--- config.mk ---
export PLATFORM = sky130hd
export DESIGN_NAME = register_file
export DESIGN_NICKNAME = d
export VERILOG_FILES = /design/src/rtl/register_file.sv
export SDC_FILE = /design/constraint.sdc
export NUM_CORES = 2
export LEC_CHECK = 0
export CELL_PAD_IN_SITES_DETAIL_PLACEMENT = 0
export CELL_PAD_IN_SITES_GLOBAL_PLACEMENT = 1
export CORE_MARGIN = 2
export CORE_UTILIZATION = 49
export CTS_CLUSTER_DIAMETER = 200
export DETAILED_ROUTE_END_ITERATION = 7
export GPL_ROUTABILITY_DRIVEN = 0
export PLACE_DENSITY_LB_ADDON = 0.1
export SLEW_MARGIN = 20
export SYNTH_ARGS = -nofsm -noshare
export SYNTH_HDL_FRONTEND = slang
export SYNTH_SLANG_ARGS = --single-unit
export TNS_END_PERCENT = 50
--- constraint.sdc ---
create_clock -name clk -period 110.5 [get_ports clk]
set_input_delay 33.15 -clock clk [delete_from_list [all_inputs] [get_ports clk]]
set_output_delay 33.15 -clock clk [all_outputs]
set_load 0.05 [all_outputs]
--- src/rtl/register_file.sv ---
// Dual-bank (integer / floating-point) register file: two combinational read
// ports, one clocked write port, index 0 of each bank reads as zero.
module register_file #(
    parameter int WIDTH  = 32,
    parameter int ADDR_W = 5
) (
    input  logic              clk,
    input  logic              reset,
    input  logic [ADDR_W-1:0] readReg1,
    input  logic [ADDR_W-1:0] readReg2,
    input  logic [ADDR_W-1:0] writeReg,
    input  logic [WIDTH-1:0]  writeData,
    input  logic              regWrite,
    input  logic              float,
    output logic [WIDTH-1:0]  dataOut1,
    output logic [WIDTH-1:0]  dataOut2
);
    localparam int DEPTH = 1 << ADDR_W;

    logic [DEPTH-1:0][WIDTH-1:0] intRegs;
    logic [DEPTH-1:0][WIDTH-1:0] fpRegs;
    logic                        wrEn;

    // Index 0 is never written, so its storage stays at the reset value of zero.
    assign wrEn = regWrite && (writeReg != '0);

    always_ff @(posedge clk or posedge reset) begin
        if (reset) begin
            intRegs <= '0;
            fpRegs  <= '0;
        end else if (wrEn) begin
            if (float) fpRegs[writeReg]  <= writeData;
            else       intRegs[writeReg] <= writeData;
        end
    end

    // Explicit zero on index 0 keeps the hardwired-zero property local to the read mux.
    always_comb begin
        dataOut1 = '0;
        dataOut2 = '0;
        if (readReg1 != '0) dataOut1 = float ? fpRegs[readReg1] : intRegs[readReg1];
        if (readReg2 != '0) dataOut2 = float ? fpRegs[readReg2] : intRegs[readReg2];
    end
endmodule

==> run_results.csv <==
group,metric,value,unit
clocking,clk_pin_slew,60,ps
timing,worst_pin_slew,1236,ps
timing,skew,0,ps
timing,fin_tns_setup,0,ps
critical_path,reg2reg_slack,109690,ps
critical_path,r2r_start,"fpRegs[46]",
floorplan,num_rows,173,
timing,finalSetupViolations,0,
min_path,min-delay-start,"intRegs[5]",
placement,dp_hpwl,226300,um
critical_path,critPathCaptureType,"output pin",
synthesis,synth_ff_type,"dfrtp_1",
synthesis,synthTopCellsByArea,"dfrtp_1, mux4_2, mux2_2, mux2i_1, clkbuf_1",
critical_path,cp_max_fo,75,
run,drv_cap,0,
critical_path,cpMaxStageDelayCell,"nor4_1",
synthesis,synthCells,6898,
timing,finalHoldViolations,0,
min_path,hp-class,"reg2reg",
drt,drt-initial-drc-count,6824,
final_layout,regArea,51250,um2
min_path,whs_path_depth,0,
final_layout,drive_gt1_share,56.55,%
floorplan,dieArea,226500,um2
synthesis,yosys.area.top_type,"dfrtp_1",
min_path,min_to,"intRegs[5]",
power_and_ir_drop,power.density,17.14,nW/um2
power_and_ir_drop,p_leak,53.90,nW
clocking,cts_tree,"done",
synthesis,synth_nets,6949,
floorplan,fp.dieW,475.9,um
critical_path,required,77350,ps
synthesis,yosys.cell_types.count,59,
grt,grt_max_degree,164,
run_status,status,"finished, final reports clean",
drt,drt-wirelength-per-cell,39.89,um
synthesis,synth.most_common_cell,"dfrtp_1",
synthesis,ys_seq_area_share,46.97,%
floorplan,io_pins,115,
critical_path,reg2reg_depth,1,
timing,fmax,13.79,MHz
grt,grt_usage,35.28,%
drt,drt_wl_total,393400,um
critical_path,crit_arrival,39390,ps
final_layout,areaGrowthSynthToFinish,10.33,%
timing,setup_ws,37960,ps
critical_path,crit_path_cell_trace,"buf_8, buf_4, buf_4, buf_4, buf_4, mux4_2, mux4_2, nor2_1, nor4_1, buf_4, clkdlybuf4s50_1",
grt,grt_pass1_wl,557900,um
synthesis,netlist_area,109100,um2
floorplan,fp.dieH,475.9,um
drt,via_per_inst,6.917,
drt,ant_nets,0,
critical_path,worstPathBufferInverterCount,7,
critical_path,r2r_end,"fpRegs[46]",
clocking,ctsHoldBuffers,0,
timing,finalMaxSlewViolations,0,
clocking,cts_resized,0,
final_layout,nets,6713,
drt,drc_errors,0,
clocking,cts_setup_buffers,0,
synthesis,yosys_register_bits,2048,
placement,dp_slack,37860,ps
timing,slew_headroom,17.58,%
drt,drtPass1Iterations,5,
critical_path,crit_path_frequent_cell,"buf_4",
timing,fin_crit_sh,65.64,%
grt,grt_pass1_vias,70140,
clocking,clockBufferDepth,3,
synthesis,yosys-top-cells-count,"dfrtp_1, mux2_2, mux4_2, clkbuf_1, mux2i_1",
floorplan,core_area,221900,um2
synthesis,syn-mean-instance-area,15.82,um2
clocking,cts_root_buffer,"clkbuf_16",
grt,gr-total-overflow,0,
critical_path,slowest_delay,950,ps
timing,fin_crit,72540,ps
synthesis,synth_edf_count,0,
clocking,insertion_delay,870,ps
synthesis,synth-async-reset-ratio,100.0,%
power_and_ir_drop,ir_drop,0.01517,mV
clocking,cts-buffers-inserted,228,
critical_path,worst_setup_path_start_kind,"primary input",
grt,antenna_found_initial,39,
clocking,htreeDepth,4,
synthesis,yosysTopAreaCellShare,46.97,%
final_layout,fin_util,54.26,%
timing,rsz0062_at_grt,"false",
clocking,cts_num_sinks,2048,
final_layout,multi_input_area,54700,um2
drt,vias,68200,
critical_path,critPathKind,"in2out",
critical_path,cpLargestDelayFamily,"buffers and inverters",
floorplan,initial_core_util,49.18,%
placement,port_buffers,114,
final_layout,nFillCells,17920,
synthesis,synth_warnings,0,
## area by class of cell
cell class,instances,area share (%)
Antenna cell,29,0.06028
Clock buffer,343,5.700
Clock inverter,81,0.7754
Inverter,9,0.04469
Multi-Input combinational cell,4055,45.44
Sequential cell,2048,42.57
Tap cell,2975,3.092
Timing Repair Buffer,320,2.317
## through the flow
stage,total power [mW],instance area (um2),cells,hold WS [ps]
final,2.063,120400,9860,391.5
after global routing,2.138,120400,9848,404.2
after CTS,2.072,120100,9825,396.0
after detailed placement,1.278,112300,9401,380.5
after global placement,1.266,112300,9400,376.3
after floorplan,1.182,109100,6898,438.3
## per-layer routing
metal | vias to the layer above | wire length (um) | GRT usage, %
met2 | 2894 | 181600 | 54.18
met5 | - | 88 | 0
li1 | 26430 | - | -
met4 | 12 | 21430 | 17.10
met1 | 38090 | 160800 | 48.40
met3 | 779 | 29490 | 7.003
## power by group
| part | switching, mW | internal (mW) | leakage, nW |
|---|---|---|---|
| Sequential | 0.0686 | 0.846 | 27.3 |
| Combinational | 0.158 | 0.195 | 22.7 |
| Clock | 0.327 | 0.468 | 3.88 |
## cells by family (layout without fill, tap and decap cells)
logic type | Yosys count | in the layout | synth area share (%)
flops | 2048 | 2048 | 46.97
other cells | 0 | 29 | 0
mux | 3392 | 3392 | 46.24
buf+inv | 795 | 753 | 3.408
simple gates | 369 | 369 | 1.537
compound gates | 294 | 294 | 1.845
## layout by cell type (no fill, tap or decap), types with 45 or more instances in the layout
cell,count
dfrtp_1,2048
mux2_2,2038
mux4_2,1114
mux2i_1,232
clkbuf_16,231
buf_4,203
nand2_1,122
clkdlybuf4s50_1,71
clkbuf_8,66
a21oi_1,59
nor2_1,52
clkinv_2,47
clkbuf_1,46
a22oi_1,45
## registers in the layout, summed over array words and instances (netlist names)
register / flops
fpRegs: 1024
intRegs: 1024
## worst max path at each step
stage / startpoint / to / cells past startpoint
2_1_floorplan: reset / fpRegs[0] / 1
3_3_place_gp: readReg2[0] / dataOut2[4] / 11
3_5_place_dp: readReg2[0] / dataOut2[4] / 11
4_1_cts: readReg2[0] / dataOut2[4] / 11
5_1_grt: readReg2[0] / dataOut2[4] / 11
6_report: readReg2[0] / dataOut2[4] / 11
(Power assumes the default switching activity.)
